[config.mk]
export PLATFORM = sky130hd
export DESIGN_NAME = useq
export DESIGN_NICKNAME = d
export VERILOG_FILES = /design/src/rtl/useq.sv
export SDC_FILE = /design/constraint.sdc
export NUM_CORES = 1
export LEC_CHECK = 0
export ABC_AREA = 1
export CAP_MARGIN = 5
export CORE_ASPECT_RATIO = 1.2
export CORE_MARGIN = 1.5
export CORE_UTILIZATION = 46
export DETAILED_ROUTE_END_ITERATION = 10
export PLACE_DENSITY = 0.81
export SLEW_MARGIN = 20
export SYNTH_ARGS = -nofsm -noshare
export SYNTH_HDL_FRONTEND = slang
export SYNTH_SLANG_ARGS = --single-unit
[constraint.sdc]
create_clock -name clock -period 3.4 [get_ports clock]
set_input_delay 0.68 -clock clock [delete_from_list [all_inputs] [get_ports clock]]
set_output_delay 0.68 -clock clock [all_outputs]
set_load 0.01 [all_outputs]
[src/rtl/useq.sv]
// Microcode sequencer for the 16-bit CPU: fetch/decode/execute state machine,
// carry/zero flags, and every bus-drive, load and memory-handshake strobe.
module useq #(
    parameter int DATA_BUS_WIDTH = 16
) (
    input  logic                      clock,
    input  logic                      reset,
    input  logic [DATA_BUS_WIDTH-1:0] dataBus,
    input  logic                      aluCout,
    input  logic                      aluZout,
    input  logic                      memReady,
    output logic                      regOE,
    output logic [2:0]                regOESel,
    output logic                      regLoad,
    output logic [2:0]                regLoadSel,
    output logic                      pcInc,
    output logic                      aluBLoad,
    output logic                      aluYLoad,
    output logic                      aluYOE,
    output logic [2:0]                aluF,
    output logic                      marLoad,
    output logic                      memRead,
    output logic                      memWrite,
    output logic                      memOE,
    output logic                      flagC,
    output logic                      flagZ,
    output logic                      halted
);

    localparam logic [3:0] ST_RST     = 4'd0;
    localparam logic [3:0] ST_F_ADDR  = 4'd1;
    localparam logic [3:0] ST_F_WAIT  = 4'd2;
    localparam logic [3:0] ST_F_LATCH = 4'd3;
    localparam logic [3:0] ST_DECODE  = 4'd4;
    localparam logic [3:0] ST_A_B     = 4'd5;
    localparam logic [3:0] ST_A_A     = 4'd6;
    localparam logic [3:0] ST_A_WB    = 4'd7;
    localparam logic [3:0] ST_MOV     = 4'd8;
    localparam logic [3:0] ST_L_ADDR  = 4'd9;
    localparam logic [3:0] ST_L_WAIT  = 4'd10;
    localparam logic [3:0] ST_L_LATCH = 4'd11;
    localparam logic [3:0] ST_S_ADDR  = 4'd12;
    localparam logic [3:0] ST_S_WR    = 4'd13;
    localparam logic [3:0] ST_JMP     = 4'd14;
    localparam logic [3:0] ST_HALT    = 4'd15;

    localparam logic [2:0] REG_PC = 3'd7;

    logic [3:0]                state_q, state_d;
    logic [DATA_BUS_WIDTH-1:0] ir_q, ir_d;
    logic                      flag_c_q, flag_c_d;
    logic                      flag_z_q, flag_z_d;

    logic [3:0] op;
    logic [2:0] fld_d, fld_a, fld_b;
    logic       ir_unused;

    assign op        = ir_q[15:12];
    assign fld_d     = ir_q[11:9];
    assign fld_a     = ir_q[8:6];
    assign fld_b     = ir_q[5:3];
    assign ir_unused = ^ir_q[2:0];

    // NOTE: every variable gets a default at the top of a combinational block,
    // so no path through the case statement can leave it unassigned (no latch).
    always_comb begin
        state_d  = state_q;
        ir_d     = ir_q;
        flag_c_d = flag_c_q;
        flag_z_d = flag_z_q;
        case (state_q)
            ST_RST:     state_d = ST_F_ADDR;
            ST_F_ADDR:  state_d = ST_F_WAIT;
            ST_F_WAIT:  if (memReady) state_d = ST_F_LATCH;
            ST_F_LATCH: begin
                ir_d    = dataBus;
                state_d = ST_DECODE;
            end
            ST_DECODE: begin
                if (!op[3]) begin
                    state_d = ST_A_B;
                end else begin
                    case (op[2:0])
                        3'b000:  state_d = ST_MOV;
                        3'b001:  state_d = ST_L_ADDR;
                        3'b010:  state_d = ST_S_ADDR;
                        3'b011:  state_d = ST_JMP;
                        3'b100:  state_d = flag_z_q ? ST_JMP : ST_F_ADDR;
                        3'b101:  state_d = flag_c_q ? ST_JMP : ST_F_ADDR;
                        3'b110:  state_d = ST_F_ADDR;
                        default: state_d = ST_HALT;
                    endcase
                end
            end
            ST_A_B:     state_d = ST_A_A;
            ST_A_A: begin
                flag_c_d = aluCout;
                flag_z_d = aluZout;
                state_d  = ST_A_WB;
            end
            ST_A_WB:    state_d = ST_F_ADDR;
            ST_MOV:     state_d = ST_F_ADDR;
            ST_L_ADDR:  state_d = ST_L_WAIT;
            ST_L_WAIT:  if (memReady) state_d = ST_L_LATCH;
            ST_L_LATCH: state_d = ST_F_ADDR;
            ST_S_ADDR:  state_d = ST_S_WR;
            ST_S_WR:    if (memReady) state_d = ST_F_ADDR;
            ST_JMP:     state_d = ST_F_ADDR;
            ST_HALT:    state_d = ST_HALT;
            default:    state_d = ST_RST;
        endcase
    end

    // NOTE: sequential state uses non-blocking assignments so every register
    // samples the pre-edge values regardless of statement order.
    always_ff @(posedge clock) begin
        if (reset) begin
            state_q  <= ST_RST;
            ir_q     <= '0;
            flag_c_q <= 1'b0;
            flag_z_q <= 1'b0;
        end else begin
            state_q  <= state_d;
            ir_q     <= ir_d;
            flag_c_q <= flag_c_d;
            flag_z_q <= flag_z_d;
        end
    end

    // Moore decode: strobes depend only on the current state and the IR.
    always_comb begin
        regOE      = 1'b0;
        regOESel   = 3'd0;
        regLoad    = 1'b0;
        regLoadSel = 3'd0;
        pcInc      = 1'b0;
        aluBLoad   = 1'b0;
        aluYLoad   = 1'b0;
        aluYOE     = 1'b0;
        aluF       = 3'd0;
        marLoad    = 1'b0;
        memRead    = 1'b0;
        memWrite   = 1'b0;
        memOE      = 1'b0;
        halted     = 1'b0;
        case (state_q)
            ST_F_ADDR: begin
                regOE    = 1'b1;
                regOESel = REG_PC;
                marLoad  = 1'b1;
            end
            ST_F_WAIT:  memRead = 1'b1;
            ST_F_LATCH: begin
                memRead = 1'b1;
                memOE   = 1'b1;
                pcInc   = 1'b1;
            end
            ST_A_B: begin
                regOE    = 1'b1;
                regOESel = fld_b;
                aluBLoad = 1'b1;
            end
            ST_A_A: begin
                regOE    = 1'b1;
                regOESel = fld_a;
                aluYLoad = 1'b1;
                aluF     = op[2:0];
            end
            ST_A_WB: begin
                aluYOE     = 1'b1;
                regLoad    = 1'b1;
                regLoadSel = fld_d;
            end
            ST_MOV: begin
                regOE      = 1'b1;
                regOESel   = fld_a;
                regLoad    = 1'b1;
                regLoadSel = fld_d;
            end
            ST_L_ADDR, ST_S_ADDR: begin
                regOE    = 1'b1;
                regOESel = fld_a;
                marLoad  = 1'b1;
            end
            ST_L_WAIT:  memRead = 1'b1;
            ST_L_LATCH: begin
                memRead    = 1'b1;
                memOE      = 1'b1;
                regLoad    = 1'b1;
                regLoadSel = fld_d;
            end
            ST_S_WR: begin
                regOE    = 1'b1;
                regOESel = fld_b;
                memWrite = 1'b1;
            end
            ST_JMP: begin
                regOE      = 1'b1;
                regOESel   = fld_a;
                regLoad    = 1'b1;
                regLoadSel = REG_PC;
            end
            ST_HALT:    halted = 1'b1;
            default:    ;
        endcase
    end

    assign flagC = flag_c_q;
    assign flagZ = flag_z_q;

endmodule

==> impl_metrics.json <==
{
  "status": "complete, no violations",
  "synth_top_cells_by_area": "dfxtp_1 (35%), nand2_1 (16%), nor2_1 (13%)",
  "nFillCells": 187,
  "start_kind": "flip-flop",
  "hold_ws_ps": 505,
  "cts_tree": "done",
  "internal_power_mw": 0.351,
  "grt_pass1_wl_um": 5090,
  "grt_max_degree": 18,
  "synth_top_area_frac": 0.355,
  "instances_no_fill": 248,
  "core-area_um2": 2140,
  "p_per_area_nw_per_um2": 339,
  "required_ps": 2720,
  "viasPerCell": 4.98,
  "cp-end-kind": "output pin",
  "avgSynthCellArea_um2": 6.02,
  "clkPwrFrac": 0.228,
  "p_leak_nw": 0.716,
  "fmax_mhz": 351,
  "cts_buffers": 3,
  "routed_wl_um": 2890,
  "clk_latency_ps": 300,
  "avgRoutedWirePerCell_um": 11.6,
  "via_count": 1235,
  "drv_slew": 0,
  "switching_share": 0.314,
  "pwr-share-seq": 0.499,
  "cap_violations": 0,
  "fin_crit_ps": 2850,
  "slew_headroom": 0.721,
  "cts.repair.resized": 0,
  "yosysWarningCount": 0,
  "dp_cells": 244,
  "hold_viol": 0,
  "holdBufCountCts": 0,
  "postSynthRegisterBits": 19,
  "finClkSkew_ps": 6.02,
  "syn_nets": 199,
  "synth_top_area_cell": "dfxtp_1",
  "post_cts_buffers": 0,
  "die_area_um2": 2630,
  "antenna_found_initial": 0,
  "io_pins": 43,
  "period_share": 0.837,
  "routabilityCongestion": 0.897,
  "hpwlAfterDp_um": 2290,
  "globalRouteOverflowTotal": 0,
  "fp-row-count": 18,
  "start_util": 0.501,
  "dr.pass1.iters": 4,
  "synth_cell_types": 20,
  "antenna_left": 0,
  "grt_setup_unrepaired": "false",
  "track_usage": 0.253,
  "fin_tns_setup_ps": 0,
  "power.switching_mw": 0.160,
  "worstPathArrival_ps": 2170,
  "n_antenna_cell": 0,
  "worst_pin_slew_ps": 418,
  "synth-seq-area-share": 0.355,
  "p_total_mw": 0.511,
  "clk_pin_slew_ps": 110,
  "drt_iter0_markers": 30,
  "clock_path_buffers": 2,
  "nets": 240,
  "die_y_um": 55.9,
  "hold_class": "reg -> reg",
  "grt_pass1_vias": 1242,
  "synthToLayoutAreaGrowth_pct": 40.4,
  "cts.sinks": 19,
  "drc_errors": 0,
  "irDropWorstVdd_mv": 0.248,
  "syn-cell-area_um2": 1070,
  "criticalPathCategory": "reg -> out",
  "cts-root-buf": "clkbuf_4",
  "post_synth_inst_count": 178,
  "finalSetupViolations": 0,
  "port_buffers": 39,
  "p_comb_frac": 0.274,
  "htreeDepth": 1,
  "crit_fanout": 8,
  "drive_above_1_share": 0.0459,
  "die_x_um": 47.1
}
-- cells in the mapped netlist, drive strengths merged --
| library cell | instances |
|---|---|
| a21oi | 8 |
| a22oi | 3 |
| a31oi | 1 |
| buf | 3 |
| dfxtp | 19 |
| inv | 27 |
| nand2 | 46 |
| nand3 | 8 |
| nor2 | 40 |
| nor3 | 2 |
| o21ai | 18 |
| o221ai | 1 |
| o22ai | 1 |
| or2 | 1 |
-- cell usage in the layout (no fill, tap or decap) --
cell type / Yosys / layout
a22oi_1: 3 / 3
nor2_4: 1 / 1
nand2_2: 1 / 1
nand3_1: 8 / 8
nand2_1: 45 / 45
o21ai_0: 18 / 18
inv_2: 1 / 1
clkinv_2: 0 / 1
nor2_1: 37 / 37
o22ai_1: 1 / 1
or2_2: 1 / 1
nor2_2: 2 / 2
o221ai_1: 1 / 1
dfxtp_1: 19 / 19
a31oi_1: 1 / 1
inv_1: 26 / 26
nor3_1: 2 / 2
clkbuf_4: 0 / 3
a21oi_1: 8 / 8
clkdlybuf4s50_1: 0 / 39
-- final timing paths --
kind | start | end | slack [ps] | depth (start not counted)
max | state_q[2] | regOESel[0] | 550 | 7
min | flagZ | flagZ | 500 | 2
min reg2reg | flagZ | flagZ | 500 | 2
max reg2reg | state_q[1] | ir_q[12] | 1890 | 5
-- area by class of cell --
| cell class | count | area, um2 | share of cell area |
|---|---|---|---|
| flip-flops and latches | 19 | 380 | 0.253 |
| inverters | 27 | 101 | 0.0673 |
| clock buffers | 3 | 22.5 | 0.0150 |
| multi-input cells | 129 | 568 | 0.377 |
| repair buffers | 39 | 390 | 0.259 |
| clock inverters | 1 | 5.00 | 0.00333 |
| well taps | 30 | 37.5 | 0.0249 |
-- cells by family after synthesis --
group,synth area share
compound gates,0.162
simple gates,0.368
flops,0.355
buf+inv,0.116
-- sequential cells by signal (all words and copies together) (netlist names) --
| name | count |
|---|---|
| ir_q | 13 |
| flagC | 1 |
| state_q | 4 |
| flagZ | 1 |
-- metal layers --
metal | vias to the layer above | part of all wire | GRT usage
li1 | 638 | - | -
met1 | 557 | 0.43 | 0.306
met2 | 35 | 0.51 | 0.448
met3 | 5 | 0.049 | 0.0422
met4 | 0 | 0.0080 | 0.0516
met5 | - | 0 | 0
-- power by group through the flow --
| stage | combinational [mW] | clock, mW | sequential [mW] |
|---|---|---|---|
| floorplan | 0.0788 | 0 | 0.255 |
| global placement | 0.136 | 0 | 0.259 |
| detailed placement | 0.139 | 0 | 0.259 |
| CTS | 0.140 | 0.117 | 0.254 |
| global route | 0.157 | 0.126 | 0.258 |
| finish | 0.140 | 0.116 | 0.255 |
-- metrics by stage --
stage	setup slack, ps	utilization	cell area [um2]
2_1_floorplan	1580	-	1070
3_3_place_gp	877	0.691	1480
3_5_place_dp	907	0.691	1480
4_1_cts	553	0.704	1510
5_1_grt	378	0.704	1510
6_report	553	0.704	1510
-- worst max-delay path, cell delays in order, from the launching register on --
cell and delay (ps):
dfxtp_1 440, inv_1 130, nor2_1 210, nand2_2 160
o221ai_1 180, a22oi_1 130, nand2_1 90, clkdlybuf4s50_1 530
No activity file was read; power rests on OpenSTA's default activity.
